<file path="src/rtl/atm_keypad_entry.sv">
// Keypad front-end for the ATM controller: builds one transaction request per handshake.
// Optional idle-session timeout is compiled in with `define ATM_KEY_TIMEOUT_EN.
module atm_keypad_entry #(
    parameter int PIN_DIGITS  = 4,
    parameter int AMT_DIGITS  = 6,
    parameter int MAX_TRIES   = 3,
    parameter int TIMEOUT_CYC = 1024
) (
    input  logic        clk,
    input  logic        rst,
    input  logic        card_in,
    input  logic [3:0]  card_acc,
    input  logic        key_valid,
    input  logic [3:0]  key_code,
    input  logic [2:0]  op_sel,
    input  logic        auth_fail,
    input  logic        req_ready,
    output logic        req_valid,
    output logic [3:0]  acc_num,
    output logic [15:0] pin,
    output logic [15:0] new_pin,
    output logic [31:0] amount,
    output logic [2:0]  operation,
    output logic        locked,
    output logic [2:0]  entry_state
);

    localparam int CNT_MAX = (AMT_DIGITS > PIN_DIGITS) ? AMT_DIGITS : PIN_DIGITS;
    localparam int CNT_W   = $clog2(CNT_MAX + 1);
    localparam int FAIL_W  = $clog2(MAX_TRIES + 1);

    localparam logic [CNT_W-1:0]  PIN_CNT  = CNT_W'(PIN_DIGITS);
    localparam logic [CNT_W-1:0]  AMT_CNT  = CNT_W'(AMT_DIGITS);
    localparam logic [FAIL_W-1:0] FAIL_LIM = FAIL_W'(MAX_TRIES);

    localparam logic [3:0] KEY_ENTER  = 4'hA;
    localparam logic [3:0] KEY_CANCEL = 4'hB;
    localparam logic [3:0] KEY_CLEAR  = 4'hC;

    localparam logic [2:0] OP_BALANCE  = 3'd3;
    localparam logic [2:0] OP_WITHDRAW = 3'd4;
    localparam logic [2:0] OP_DEPOSIT  = 3'd5;
    localparam logic [2:0] OP_CHPIN    = 3'd6;

    typedef enum logic [2:0] {
        S_IDLE   = 3'd0,
        S_PIN    = 3'd1,
        S_OP     = 3'd2,
        S_AMT    = 3'd3,
        S_NEWPIN = 3'd4,
        S_REQ    = 3'd5,
        S_LOCK   = 3'd6
    } state_t;

    state_t              state;
    logic                card_q;
    logic                pin_ok;
    logic [CNT_W-1:0]    dig_cnt;
    logic [FAIL_W-1:0]   fail_cnt;
    logic [FAIL_W-1:0]   fail_next;
    logic                is_digit;
    logic                timeout;

    function automatic logic [15:0] pin_shift(input logic [15:0] p, input logic [3:0] d);
        return {p[11:0], d};
    endfunction

    // Decimal accumulate; wraps modulo 2^32 rather than saturating.
    function automatic logic [31:0] amt_next(input logic [31:0] a, input logic [3:0] d);
        return (a * 32'd10) + {28'd0, d};
    endfunction

    assign is_digit    = (key_code <= 4'd9);
    assign fail_next   = fail_cnt + FAIL_W'(1);
    assign entry_state = state;

`ifdef ATM_KEY_TIMEOUT_EN
    localparam int TO_W = $clog2(TIMEOUT_CYC + 1);
    localparam logic [TO_W-1:0] TO_LIM = TO_W'(TIMEOUT_CYC - 1);

    logic [TO_W-1:0] to_cnt;
    state_t          to_state;
    logic            to_active;

    assign to_active = (state == S_PIN) || (state == S_OP) ||
                       (state == S_AMT) || (state == S_NEWPIN);

    // to_state lags state by one cycle so any transition reloads the counter.
    always_ff @(posedge clk or negedge rst) begin
        if (!rst) begin
            to_cnt   <= '0;
            to_state <= S_IDLE;
        end else begin
            to_state <= state;
            if (!to_active || key_valid || (state != to_state))
                to_cnt <= '0;
            else
                to_cnt <= to_cnt + TO_W'(1);
        end
    end

    assign timeout = to_active && !key_valid && (state == to_state) && (to_cnt == TO_LIM);
`else
    logic unused_timeout;
    assign unused_timeout = (TIMEOUT_CYC > 0);
    assign timeout        = 1'b0;
`endif

    always_ff @(posedge clk or negedge rst) begin
        if (!rst) begin
            state     <= S_IDLE;
            card_q    <= 1'b0;
            pin_ok    <= 1'b0;
            dig_cnt   <= '0;
            fail_cnt  <= '0;
            req_valid <= 1'b0;
            acc_num   <= '0;
            pin       <= '0;
            new_pin   <= '0;
            amount    <= '0;
            operation <= '0;
            locked    <= 1'b0;
        end else begin
            card_q <= card_in;
            if (state == S_REQ) begin
                // Fields stay frozen until accepted; removal and auth_fail wait for the handshake.
                if (req_ready) begin
                    req_valid <= 1'b0;
                    amount    <= '0;
                    new_pin   <= '0;
                    dig_cnt   <= '0;
                    if (!card_in) begin
                        state     <= S_IDLE;
                        acc_num   <= '0;
                        pin       <= '0;
                        operation <= '0;
                        locked    <= 1'b0;
                        fail_cnt  <= '0;
                        pin_ok    <= 1'b0;
                    end else if (auth_fail) begin
                        fail_cnt <= fail_next;
                        pin      <= '0;
                        pin_ok   <= 1'b0;
                        if (fail_next >= FAIL_LIM) begin
                            state  <= S_LOCK;
                            locked <= 1'b1;
                        end else begin
                            state <= S_PIN;
                        end
                    end else begin
                        state <= S_OP;
                    end
                end
            end else if ((state != S_IDLE && !card_in) || timeout) begin
                state     <= S_IDLE;
                acc_num   <= '0;
                pin       <= '0;
                new_pin   <= '0;
                amount    <= '0;
                operation <= '0;
                locked    <= 1'b0;
                fail_cnt  <= '0;
                dig_cnt   <= '0;
                pin_ok    <= 1'b0;
                req_valid <= 1'b0;
            end else if (state == S_IDLE) begin
                if (card_in && !card_q) begin
                    state     <= S_PIN;
                    acc_num   <= card_acc;
                    pin       <= '0;
                    new_pin   <= '0;
                    amount    <= '0;
                    operation <= '0;
                    dig_cnt   <= '0;
                    pin_ok    <= 1'b0;
                end
            end else if (state == S_LOCK) begin
                state <= S_LOCK;
            end else if (auth_fail) begin
                fail_cnt <= fail_next;
                pin      <= '0;
                dig_cnt  <= '0;
                pin_ok   <= 1'b0;
                if (fail_next >= FAIL_LIM) begin
                    state  <= S_LOCK;
                    locked <= 1'b1;
                end else begin
                    state <= S_PIN;
                end
            end else if (key_valid) begin
                if (key_code == KEY_CANCEL) begin
                    state   <= pin_ok ? S_OP : S_PIN;
                    dig_cnt <= '0;
                    case (state)
                        S_PIN:    pin     <= '0;
                        S_AMT:    amount  <= '0;
                        S_NEWPIN: new_pin <= '0;
                        default:  ;
                    endcase
                end else begin
                    case (state)
                        S_PIN: begin
                            if (is_digit) begin
                                if (dig_cnt < PIN_CNT) begin
                                    pin     <= pin_shift(pin, key_code);
                                    dig_cnt <= dig_cnt + CNT_W'(1);
                                end
                            end else if (key_code == KEY_ENTER) begin
                                if (dig_cnt == PIN_CNT) begin
                                    state   <= S_OP;
                                    pin_ok  <= 1'b1;
                                    dig_cnt <= '0;
                                end
                            end else if (key_code == KEY_CLEAR) begin
                                pin     <= '0;
                                dig_cnt <= '0;
                            end
                        end
                        S_OP: begin
                            if (op_sel == OP_BALANCE) begin
                                operation <= op_sel;
                                amount    <= '0;
                                new_pin   <= '0;
                                req_valid <= 1'b1;
                                state     <= S_REQ;
                            end else if (op_sel == OP_WITHDRAW || op_sel == OP_DEPOSIT) begin
                                operation <= op_sel;
                                amount    <= '0;
                                new_pin   <= '0;
                                dig_cnt   <= '0;
                                state     <= S_AMT;
                            end else if (op_sel == OP_CHPIN) begin
                                operation <= op_sel;
                                amount    <= '0;
                                new_pin   <= '0;
                                dig_cnt   <= '0;
                                state     <= S_NEWPIN;
                            end
                        end
                        S_AMT: begin
                            if (is_digit) begin
                                if (dig_cnt < AMT_CNT) begin
                                    amount  <= amt_next(amount, key_code);
                                    dig_cnt <= dig_cnt + CNT_W'(1);
                                end
                            end else if (key_code == KEY_ENTER) begin
                                if (amount != 32'd0) begin
                                    req_valid <= 1'b1;
                                    dig_cnt   <= '0;
                                    state     <= S_REQ;
                                end
                            end else if (key_code == KEY_CLEAR) begin
                                amount  <= '0;
                                dig_cnt <= '0;
                            end
                        end
                        S_NEWPIN: begin
                            if (is_digit) begin
                                if (dig_cnt < PIN_CNT) begin
                                    new_pin <= pin_shift(new_pin, key_code);
                                    dig_cnt <= dig_cnt + CNT_W'(1);
                                end
                            end else if (key_code == KEY_ENTER) begin
                                if (dig_cnt == PIN_CNT) begin
                                    req_valid <= 1'b1;
                                    dig_cnt   <= '0;
                                    state     <= S_REQ;
                                end
                            end else if (key_code == KEY_CLEAR) begin
                                new_pin <= '0;
                                dig_cnt <= '0;
                            end
                        end
                        default: ;
                    endcase
                end
            end
        end
    end

endmodule

</file>
<file path="config.mk">
export PLATFORM = sky130hd
export DESIGN_NAME = atm_keypad_entry
export DESIGN_NICKNAME = d
export VERILOG_FILES = /design/src/rtl/atm_keypad_entry.sv
export SDC_FILE = /design/constraint.sdc
export NUM_CORES = 1
export LEC_CHECK = 0
export BUFFER_PORTS_ARGS = -buffer_cell sky130_fd_sc_hd__buf_2
export CORE_MARGIN = 3
export CORE_UTILIZATION = 50
export DETAILED_ROUTE_END_ITERATION = 6
export GPL_TIMING_DRIVEN = 0
export PLACE_DENSITY = 0.78
export SETUP_SLACK_MARGIN = 0.2
export SYNTH_ARGS = -nofsm -noshare
export SYNTH_HDL_FRONTEND = slang
export SYNTH_SLANG_ARGS = --single-unit
</file>
<file path="constraint.sdc">
create_clock -name clk -period 3.56 [get_ports clk]
set_clock_uncertainty 0.05 [all_clocks]
set_input_delay 0.534 -clock clk [delete_from_list [all_inputs] [get_ports clk]]
set_output_delay 0.534 -clock clk [all_outputs]
set_load 0.02 [all_outputs]
</file>
==> summary.txt <==
Outcome = finished with violations
Failing checks = setup timing
Initial Utilization = 51.94%
Max Fclk = 262.6 MHz
Skew-Pair Late Insertion Delay = 0.34 ns
Root buffer cell = clkbuf_16
Total GRT Usage = 25.00%
Layout fillers = 1,108
Post-route clock period utilization = 107.0%
Max_cap viols = 0
Routed len/inst = 16.55 um
Number of CTS-inserted buffers = 9
Pre-CTS setup slack = -0.2800 ns
Vias in the first global route = 6,060
#FFs+latches synth = 83
Worst-path maximum fanout = 3
Via count = 6,481
Post-synth EDFFs = 0
CORE AREA = 12,770 um^2
Final worst setup slack = -0.2476 ns
Setup repair after global routing missed its margin = yes
Sequential power share = 32.8%
Relative slew slack = 53.90%
Largest cells by area after synthesis = dfrtp_1, ha_1, nand2_1
Most frequent cells after synthesis = nand2_1, o21ai_0, dfrtp_1
Total wire length = 18,320 um
Worst path cell trace = ha_4 -> ha_4 -> fa_2 -> a21o_4 -> a221o_1 -> buf_6 -> a211oi_4 -> nor3_2 -> nor4_4 -> nand4_4 -> buf_4 -> nor4_4 -> nand2_1 -> xnor2_1 -> a22o_1
Critical Path Sink Type = register
Worst hold-check path type = in2async
Die area = 14,690 um^2
Slowest stage delay, CP = 0.43 ns
DRC = 0
Endpoints failing hold = 0
Finished Core Util = 63.97%
Chip Height = 121.2 um
Syn avg cell area = 8.304 um^2
Pin count of the biggest net entering global routing = 47
Area Growth Syn to Fin = 23.16%
Initial antenna violation count = 0
Yosys cell types = 81
Sink Count = 83
First-pass GRT wire length = 29,680 um
Worst vdd ir = 0.2592 mV
Startpoint types = register
Internal power = 0.002023 W
Power per cell area = 406.2 nW/um^2
Share of cells above drive strength 1 = 23.10%
Routability congestion estimate from global placement = 0.9952
Chip width = 121.2 um
Final setup viols = 8
Clk slew on worst S/H paths = 0.06 ns
Share of the synthesized area in the top cell type = 31.30%
Diode count = 0
Synth Instances = 799
Grt total ovfl = 0
Cell Area, Synth = 6635 um^2
Required time worst endpoint = 3.74 ns
CP top delay family = compound AO/OA/AOI/OAI gates
CP Class = reg2reg
Actual slew at the worst max-slew pin = 0.6890 ns
Switch Pwr = 0.001296 W
DR pass1 iterations = 5
Combinational share of power = 36.7%
Port-buffer cells = 92
Worst-case reg-to-reg path depth = 15
Clk buf depth = 2
Via-to-Cell Ratio = 5.855
P_leak = 3.855 nW
Post-synth top flop = dfrtp_1
Reg-to-reg startpoint = amount[1]
Htree depth = 3
Seq/Total Area, Yosys = 31.30%
Nets = 1,009
Clock Power Share = 30.5%
Reg2reg setup slack = -0.25 ns
Reg2Reg Capture Point = amount[28]
Buf+Inv Stages, Crit Path = 2
Mapped Nets = 878
# IOs = 93
Asr flop ratio synth = 100.0%
Starting DRT DRC Count = 631
Sw Ratio = 39.06%
Slew Limit Fails = 0
Row count = 41
Slowest CP cell = dfrtp_2
CTS tree = done
Top cell type by total area after synthesis = dfrtp_1
Minimum clock period = 3.808 ns
Syn. warnings = 0
Hpwl dp = 13,470 um
Top-count cell post-synth = nand2_1
Routed Antenna Nets = 0
Critical path arrival = 3.98 ns
## layout by cell type, fill, tap and decap left out, drive strengths merged, types with 4 or more instances in the layout
cell type and n:
dfrtp 83, buf 124, o21a 6, o21ai 106, and2 7, nor4 13
xor2 22, a21o 9, nand2 149, a21boi 5, nand3 29, and3 9
nor3b 4, inv 19, nor3 6, nand2b 13, a21oi 46, a211oi 5
nor2 39, o31ai 6, and4 4, nand4 12, ha 60, nor2b 8
xnor2 33, a31oi 5, a22o 9, or3 4, clkbuf 43
## area by class of cell
| type | count | area [um^2] | share of cell area (%) |
|---|---|---|---|
| Multi-Input combinational cell | 661 | 4568 | 55.90 |
| Sequential cell | 83 | 2087 | 25.54 |
| Timing Repair Buffer | 120 | 696.9 | 8.529 |
| Clock buffer | 11 | 252.7 | 3.093 |
| Tap cell | 172 | 215.2 | 2.634 |
| Buffer | 36 | 205.2 | 2.511 |
| Clock inverter | 5 | 75.07 | 0.9187 |
| Inverter | 19 | 71.32 | 0.8728 |
## registers in the layout, summed over array words and instances, names as in the netlist, 2 cells and up
signal	count
amount	32
pin	16
acc_num	4
new_pin	16
operation	3
dig_cnt	3
entry_state	3
fail_cnt	2
## timing repair
action	4_1_cts	5_1_grt
endpoints found under the setup margin	16	19
pin swaps	19	18
hold buffers	0	0
gates resized for setup	26	13
setup buffers	14	13
## cells by family after synthesis
family	after synthesis	synth area share (%)
AOI/OAI and AO/OA	239	22.78
xor gates and xnor gates	55	7.260
adders and majority gates	64	12.22
buffers and inverters	55	4.186
DFF	83	31.30
and+or+nand+nor	303	22.25
## worst reg2reg max path: stages (launching register included)
cell and delay (ns):
dfrtp_2 0.43, ha_4 0.25, ha_4 0.16, fa_2 0.35, a21o_4 0.23, a221o_1 0.38
buf_6 0.15, a211oi_4 0.26, nor3_2 0.11, nor4_4 0.36, nand4_4 0.16, buf_4 0.17
nor4_4 0.19, nand2_1 0.12, xnor2_1 0.14, a22o_1 0.19
## routing by layer
metal / share of wire, % / GRT usage (%) / vias to the layer above
li1: - / - / 3146
met4: 2.7 / 9.664 / 0
met5: 0 / 0 / -
met2: 47 / 40.95 / 236
met1: 44 / 34.52 / 3063
met3: 5.8 / 2.098 / 36
## metrics by stage
stage | instance area (um^2) | hold slack [ns] | TNS [ns] | std cells | power, W
after floorplan | 6774 | 0.1884 | 0 | 799 | 0.001905
after global placement | 7450 | 0.4068 | -1.024 | 1063 | 0.002269
after detailed placement | 7480 | 0.4155 | -1.381 | 1064 | 0.002283
after CTS | 8031 | 0.1206 | -0.1659 | 1094 | 0.003306
after global routing | 8172 | 0.1479 | -2.683 | 1107 | 0.003507
final | 8172 | 0.1111 | -1.404 | 1107 | 0.003320
## power groups by stage
stage / clock network, W / logic (W) / registers [W]
2_1_floorplan: 0 / 0.000726 / 0.00118
3_3_place_gp: 0 / 0.00117 / 0.00110
3_5_place_dp: 0 / 0.00118 / 0.00111
4_1_cts: 0.00103 / 0.00119 / 0.00109
5_1_grt: 0.00106 / 0.00135 / 0.00110
6_report: 0.00101 / 0.00122 / 0.00109
## how the worst max path moves through the flow
stage | startpoint | end | slack [ns] | cells after the start
final | amount[1] | amount[28] | -0.25 | 15
after floorplan | amount[3] | amount[31] | 0.07 | 13
after global placement | amount[16] | amount[31] | -0.24 | 13
after global routing | amount[1] | amount[31] | -0.37 | 14
after CTS | amount[1] | amount[31] | -0.09 | 13
after detailed placement | amount[16] | amount[31] | -0.28 | 13
(Power assumes the default switching activity.)
